--- config.mk ---
export PLATFORM = sky130hd
export DESIGN_NAME = alu_muldiv_seq
export DESIGN_NICKNAME = d
export VERILOG_FILES = /design/src/rtl/alu_muldiv_seq.sv
export SDC_FILE = /design/constraint.sdc
export NUM_CORES = 1
export LEC_CHECK = 0
export CAP_MARGIN = 0
export CORE_ASPECT_RATIO = 0.75
export CORE_MARGIN = 3
export CORE_UTILIZATION = 36
export DETAILED_ROUTE_END_ITERATION = 8
export GPL_TIMING_DRIVEN = 0
export SYNTH_ARGS = -nofsm -noshare
export SYNTH_HDL_FRONTEND = slang
export SYNTH_SLANG_ARGS = --single-unit
--- constraint.sdc ---
create_clock -name clk -period 18.2 [get_ports clk]
set_input_delay 3.64 -clock clk [delete_from_list [all_inputs] [get_ports clk]]
set_output_delay 3.64 -clock clk [all_outputs]
set_load 0.05 [all_outputs]
--- src/rtl/alu_muldiv_seq.sv ---
// alu_muldiv_seq
// Iterative MUL (low 32 bits) / DIVU / REMU sequencer that borrows the shared
// 32-bit ALU for one operation per cycle. MUL is a shift-and-add over 32
// steps. DIVU/REMU is restoring division with a compare (SLTU) cycle and a
// subtract (SUB) cycle per quotient bit, so both always take the same time.
//
// Ports
//   clk, reset           rising-edge clock, asynchronous active-high reset
//   start_valid/ready    request handshake (see below)
//   op                   00 MUL, 01 DIVU, 10 REMU, 11 reserved (result 0)
//   opa, opb             multiplicand/dividend, multiplier/divisor
//   busy                 high in every state except IDLE
//   done                 one-cycle pulse; result is valid in that cycle
//   result               registered result, held between operations
//   alu_a/alu_b/alu_ctrl operands and opcode driven to the shared ALU
//   alu_result           combinational ALU result for the current drive
//   dbg_state            current FSM state, for debug and checkers
//
// Handshake: start_ready is high only in IDLE. A request is accepted on a
// rising edge where start_valid && start_ready; op/opa/opb are sampled on that
// edge only. start_valid is ignored while busy and nothing is queued.
//
// The ALU drive is registered and depends on state only, never on
// start_valid, so the ALU can be muxed to the core whenever busy is low.

module alu_muldiv_seq #(
    parameter bit MUL_EARLY_EXIT = 1'b0
) (
    input  logic        clk,
    input  logic        reset,
    input  logic        start_valid,
    output logic        start_ready,
    input  logic [1:0]  op,
    input  logic [31:0] opa,
    input  logic [31:0] opb,
    output logic        busy,
    output logic        done,
    output logic [31:0] result,
    output logic [31:0] alu_a,
    output logic [31:0] alu_b,
    output logic [3:0]  alu_ctrl,
    input  logic [31:0] alu_result,
    output logic [2:0]  dbg_state
);

    localparam logic [3:0] ALU_ADD  = 4'b0000;
    localparam logic [3:0] ALU_SUB  = 4'b0001;
    localparam logic [3:0] ALU_SLTU = 4'b1001;

    typedef enum logic [2:0] {
        S_IDLE     = 3'd0,
        S_MUL_STEP = 3'd1,
        S_DIV_CMP  = 3'd2,
        S_DIV_SUB  = 3'd3,
        S_DONE     = 3'd4
    } state_t;

    state_t      state;
    logic [5:0]  cnt;
    logic [31:0] acc;
    logic [31:0] mcand;
    logic [31:0] mplier;
    logic [31:0] rem;
    logic [31:0] dvd;
    logic [31:0] q;
    logic [31:0] divisor;
    logic [31:0] shifted;
    logic        ge;
    logic        is_rem;

    logic [31:0] acc_next;
    logic [31:0] mcand_next;
    logic [31:0] mplier_next;
    logic [32:0] shifted_full;
    logic        cmp_ge;
    logic [31:0] rem_next;
    logic [31:0] q_next;
    logic        mul_last;
    logic        div_last;

    assign dbg_state = state;

    // MUL step: the ALU is adding acc + mcand; keep the sum only when the
    // current multiplier bit is set.
    assign acc_next    = mplier[0] ? alu_result : acc;
    assign mcand_next  = mcand << 1;
    assign mplier_next = mplier >> 1;
    assign mul_last    = (cnt == 6'd31) || (MUL_EARLY_EXIT && (mplier_next == 32'd0));

    // Division: the partial remainder shifted left is 33 bits wide. When its
    // top bit is set it exceeds any 32-bit divisor, which the 32-bit SLTU
    // cannot see, so that bit forces ge. The 32-bit SUB then wraps to the
    // correct remainder.
    assign shifted_full = {rem, dvd[31]};
    assign cmp_ge       = shifted_full[32] | ~alu_result[0];
    assign rem_next     = ge ? alu_result : shifted;
    assign q_next       = {q[30:0], ge};
    assign div_last     = (cnt == 6'd31);

    always_ff @(posedge clk or posedge reset) begin
        if (reset) begin
            state       <= S_IDLE;
            cnt         <= 6'd0;
            acc         <= 32'd0;
            mcand       <= 32'd0;
            mplier      <= 32'd0;
            rem         <= 32'd0;
            dvd         <= 32'd0;
            q           <= 32'd0;
            divisor     <= 32'd0;
            shifted     <= 32'd0;
            ge          <= 1'b0;
            is_rem      <= 1'b0;
            result      <= 32'd0;
            done        <= 1'b0;
            start_ready <= 1'b1;
            busy        <= 1'b0;
            alu_a       <= 32'd0;
            alu_b       <= 32'd0;
            alu_ctrl    <= ALU_ADD;
        end else begin
            case (state)
                S_IDLE: begin
                    if (start_valid) begin
                        start_ready <= 1'b0;
                        busy        <= 1'b1;
                        cnt         <= 6'd0;
                        case (op)
                            2'b00: begin
                                acc      <= 32'd0;
                                mcand    <= opa;
                                mplier   <= opb;
                                alu_a    <= 32'd0;
                                alu_b    <= opa;
                                alu_ctrl <= ALU_ADD;
                                state    <= S_MUL_STEP;
                            end
                            2'b01, 2'b10: begin
                                if (opb == 32'd0) begin
                                    result <= (op == 2'b01) ? 32'hFFFF_FFFF : opa;
                                    done   <= 1'b1;
                                    state  <= S_DONE;
                                end else begin
                                    rem      <= 32'd0;
                                    dvd      <= opa;
                                    q        <= 32'd0;
                                    divisor  <= opb;
                                    is_rem   <= (op == 2'b10);
                                    // First compare operand: {rem=0, dividend MSB}.
                                    alu_a    <= {31'd0, opa[31]};
                                    alu_b    <= opb;
                                    alu_ctrl <= ALU_SLTU;
                                    state    <= S_DIV_CMP;
                                end
                            end
                            default: begin
                                result <= 32'd0;
                                done   <= 1'b1;
                                state  <= S_DONE;
                            end
                        endcase
                    end
                end

                S_MUL_STEP: begin
                    acc    <= acc_next;
                    mcand  <= mcand_next;
                    mplier <= mplier_next;
                    cnt    <= cnt + 6'd1;
                    if (mul_last) begin
                        result   <= acc_next;
                        done     <= 1'b1;
                        alu_a    <= 32'd0;
                        alu_b    <= 32'd0;
                        alu_ctrl <= ALU_ADD;
                        state    <= S_DONE;
                    end else begin
                        alu_a    <= acc_next;
                        alu_b    <= mcand_next;
                        alu_ctrl <= ALU_ADD;
                    end
                end

                S_DIV_CMP: begin
                    ge       <= cmp_ge;
                    shifted  <= shifted_full[31:0];
                    dvd      <= dvd << 1;
                    alu_a    <= shifted_full[31:0];
                    alu_b    <= divisor;
                    alu_ctrl <= ALU_SUB;
                    state    <= S_DIV_SUB;
                end

                S_DIV_SUB: begin
                    rem <= rem_next;
                    q   <= q_next;
                    cnt <= cnt + 6'd1;
                    if (div_last) begin
                        result   <= is_rem ? rem_next : q_next;
                        done     <= 1'b1;
                        alu_a    <= 32'd0;
                        alu_b    <= 32'd0;
                        alu_ctrl <= ALU_ADD;
                        state    <= S_DONE;
                    end else begin
                        // dvd was already shifted in DIV_CMP, so dvd[31] is
                        // the next dividend bit to bring down.
                        alu_a    <= {rem_next[30:0], dvd[31]};
                        alu_b    <= divisor;
                        alu_ctrl <= ALU_SLTU;
                        state    <= S_DIV_CMP;
                    end
                end

                S_DONE: begin
                    done        <= 1'b0;
                    busy        <= 1'b0;
                    start_ready <= 1'b1;
                    state       <= S_IDLE;
                end

                default: begin
                    done        <= 1'b0;
                    busy        <= 1'b0;
                    start_ready <= 1'b1;
                    alu_a       <= 32'd0;
                    alu_b       <= 32'd0;
                    alu_ctrl    <= ALU_ADD;
                    state       <= S_IDLE;
                end
            endcase
        end
    end

endmodule

==> impl_metrics.env <==
export IMPL_finalNetCount=2112
export IMPL_top_layer_used="met5"
export IMPL_worstMarginPinSlew_ns=1.02
export IMPL_ir_drop_uv=77.7
export IMPL_syn_inst=1756
export IMPL_status="completed"
export IMPL_fin_cells=2678
export IMPL_finalWirelength_mm=58.8
export IMPL_drive_gt1_share_pct=9.58
export IMPL_fin_crit_ns=6.42
export IMPL_ctsLongestPathBuffers=3
export IMPL_postCtsSetupBuffers=0
export IMPL_grt_pass1_vias=14800
export IMPL_final_common_cell="dfrtp_1"
export IMPL_drt_iter0_drc=1638
export IMPL_period_share_pct=35.3
export IMPL_fin_total_pwr_mw=4.44
export IMPL_syn_cell_area_um2=17500
export IMPL_cts_max_level=2
export IMPL_setup_slack_ns=11.78
export IMPL_startpoint_type="input pin"
export IMPL_gr_total_overflow=0
export IMPL_grt_max_degree=118
export IMPL_gp_congestion=0.877
export IMPL_power_density_nw_per_um2=203
export IMPL_cts_sinks=366
export IMPL_cts_buffers=40
export IMPL_clock_fmax_mhz=156
export IMPL_vias_per_cell=5.57
export IMPL_die_h_um=197
export IMPL_clk_pin_slew_ns=0.06
export IMPL_cts_root_buf="clkbuf_16"
export IMPL_hold_violations=0
export IMPL_placed_cell_area_um2=20500
export IMPL_cap_viol_max_count=0
export IMPL_final_area_um2=21800
export IMPL_m1WireLength_mm=27.1
export IMPL_cts_tree="done"
export IMPL_synth_edf_count=0
export IMPL_ant_nets=0
export IMPL_required_ns=18.67
export IMPL_antenna_found_initial=7
export IMPL_grtUsageTotal_pct=22.6
export IMPL_dieArea_um2=51400
export IMPL_yosys_cell_types_count=49
export IMPL_core_um2=47700
export IMPL_skew_ns=0.0171
export IMPL_fillers=4493
export IMPL_ctsResizeCount=0
export IMPL_dr_pass1_iters=6
export IMPL_fin_hold_ws_ns=0.473
export IMPL_start_util_pct=36.7
export IMPL_reg2reg_slack_ns=15.05
export IMPL_synth_main_ff_cell="dfrtp_1"
export IMPL_pin_count=207
export IMPL_wl_per_cell_um=22.0
export IMPL_path_class="in -> reg"
export IMPL_ys_ff_latch=366
export IMPL_syn_avg_cell_area_um2=9.98
export IMPL_route_met3_wl_mm=5.20
export IMPL_wl_met2_mm=24.7
export IMPL_end_kind="flop"
export IMPL_hp_class="reg -> reg"
export IMPL_dpl_cell_count=2603
export IMPL_pre_cts_slack_ns=11.36
export IMPL_remaining_drc_errors=0
export IMPL_hpwl_mm=43.2
export IMPL_synthToLayoutAreaGrowth_pct=24.5
export IMPL_finalSetupViolCount=0
export IMPL_final_cell_mix="365 x dfrtp_1, 332 x nand2_1, 204 x clkdlybuf4s50_1"
export IMPL_cts_hold_buf=0
export IMPL_synth_warnings=0
export IMPL_p_leak_nw=9.93
export IMPL_rsz0062_at_grt="no"
export IMPL_arrival_ns=6.89
export IMPL_synth_async_sr_flop_share_pct=100
export IMPL_maxSlewHeadroom_pct=31.3
export IMPL_yosysSeqAreaShare_pct=52.3
export IMPL_die_w_um=261
export IMPL_vias=14900
export IMPL_drv_slew=0
export IMPL_critical_path_max_fanout=10
export IMPL_portBuffers=204
export IMPL_clk_insertion_delay_late_ns=0.54
export IMPL_grt_pass1_wl_mm=89.9
export IMPL_num_rows=69
-- routing by layer --
metal	GRT usage, %	vias up
li1	-	6686
met1	34.1	7426
met2	32.6	694
met3	4.52	98
met4	7.04	4
met5	0	-
-- cell type report --
class | instances | area [um^2] | area share (%)
Sequential cell | 366 | 9160 | 42.0
Multi-Input combinational cell | 1207 | 7590 | 34.7
Timing Repair Buffer | 207 | 2120 | 9.73
Clock buffer | 58 | 1190 | 5.45
Tap cell | 639 | 800 | 3.66
Buffer | 143 | 633 | 2.90
Clock inverter | 13 | 168 | 0.768
Inverter | 41 | 161 | 0.739
Antenna cell | 4 | 10.0 | 0.0458
-- power breakdown --
part	switching [mW]	total, mW	leakage, nW	internal (mW)
combinational	1.37	2.17	4.73	0.796
clock	0.339	0.849	0.673	0.510
sequential	0.229	1.42	4.53	1.19
total	1.94	4.44	9.93	2.49
-- registers in the layout (all words and copies together), names as in the netlist --
signal / cells
acc: 32
alu_a: 32
alu_b: 32
alu_ctrl: 2
busy: 1
cnt: 6
dbg_state: 3
divisor: 32
done: 1
dvd: 32
ge: 1
is_rem: 1
mcand: 31
mplier: 32
q: 31
rem: 32
result: 32
shifted: 32
start_ready: 1
-- synth_stat cells, types with 4 or more instances --
library cell | instances | share of area (%)
nand2_1 | 332 | 7.1
buf_6 | 8 | 0.51
a31oi_1 | 93 | 3.3
nor2_1 | 174 | 3.7
a21o_1 | 65 | 2.8
mux2_2 | 65 | 4.2
a21oi_1 | 41 | 1.2
o21a_1 | 31 | 1.3
or3_1 | 4 | 0.14
nand3b_1 | 31 | 1.3
buf_4 | 4 | 0.17
nor4_1 | 8 | 0.29
a222oi_1 | 31 | 1.8
buf_2 | 17 | 0.49
mux2i_1 | 97 | 5.5
nand3_1 | 4 | 0.11
a221o_1 | 31 | 1.8
mux2_1 | 7 | 0.45
clkbuf_1 | 103 | 2.2
inv_1 | 41 | 0.88
o211ai_1 | 32 | 1.4
buf_1 | 11 | 0.24
mux2_4 | 26 | 2.2
o21ai_0 | 99 | 2.8
ha_1 | 5 | 0.36
dfrtp_1 | 365 | 52
-- metrics by stage --
stage                     setup TNS, ns  util, %
after global placement          -155.98     42.7
after global routing                  0     45.7
after floorplan                       0        -
final                                 0     45.7
after detailed placement              0     42.9
after CTS                             0     45.7
-- kinds of logic after synthesis --
family / after synthesis / share of synthesized area (%)
other cells: 1 / 0.0214
simple gates: 566 / 13.2
compound gates: 437 / 17.2
fa+ha+maj: 5 / 0.357
flops: 366 / 52.3
xor+xnor: 2 / 0.0999
buf+inv: 184 / 4.49
mux: 195 / 12.4
-- critical path: stages --
cell and delay, ns:
clkdlybuf4s50_1 0.56, inv_1 0.11, ha_1 0.28, clkbuf_1 0.46
inv_1 0.23, nor2_1 0.47, clkbuf_1 0.51, o21ai_0 0.21
nand3b_1 0.22, mux2_2 0.19
-- final timing paths --
| kind | startpoint | endpoint | cells after the start |
|---|---|---|---|
| setup / recovery | op[0] | result[1]$_DFFE_PP0P_ | 10 |
| hold / removal | mplier[31]$_DFFE_PP0P_ | mplier[31]$_DFFE_PP0P_ | 2 |
| setup reg to reg | cnt[0]$_DFFE_PP0P_ | alu_b[20]$_DFFE_PP0P_ | 7 |
| hold reg to reg | mplier[31]$_DFFE_PP0P_ | mplier[31]$_DFFE_PP0P_ | 2 |
| max in group asynchronous | reset | rem[25]$_DFFE_PP0P_ | 4 |
| min in group asynchronous | reset | result[7]$_DFFE_PP0P_ | 2 |
Note: power is estimated with default switching activity, not from simulation.
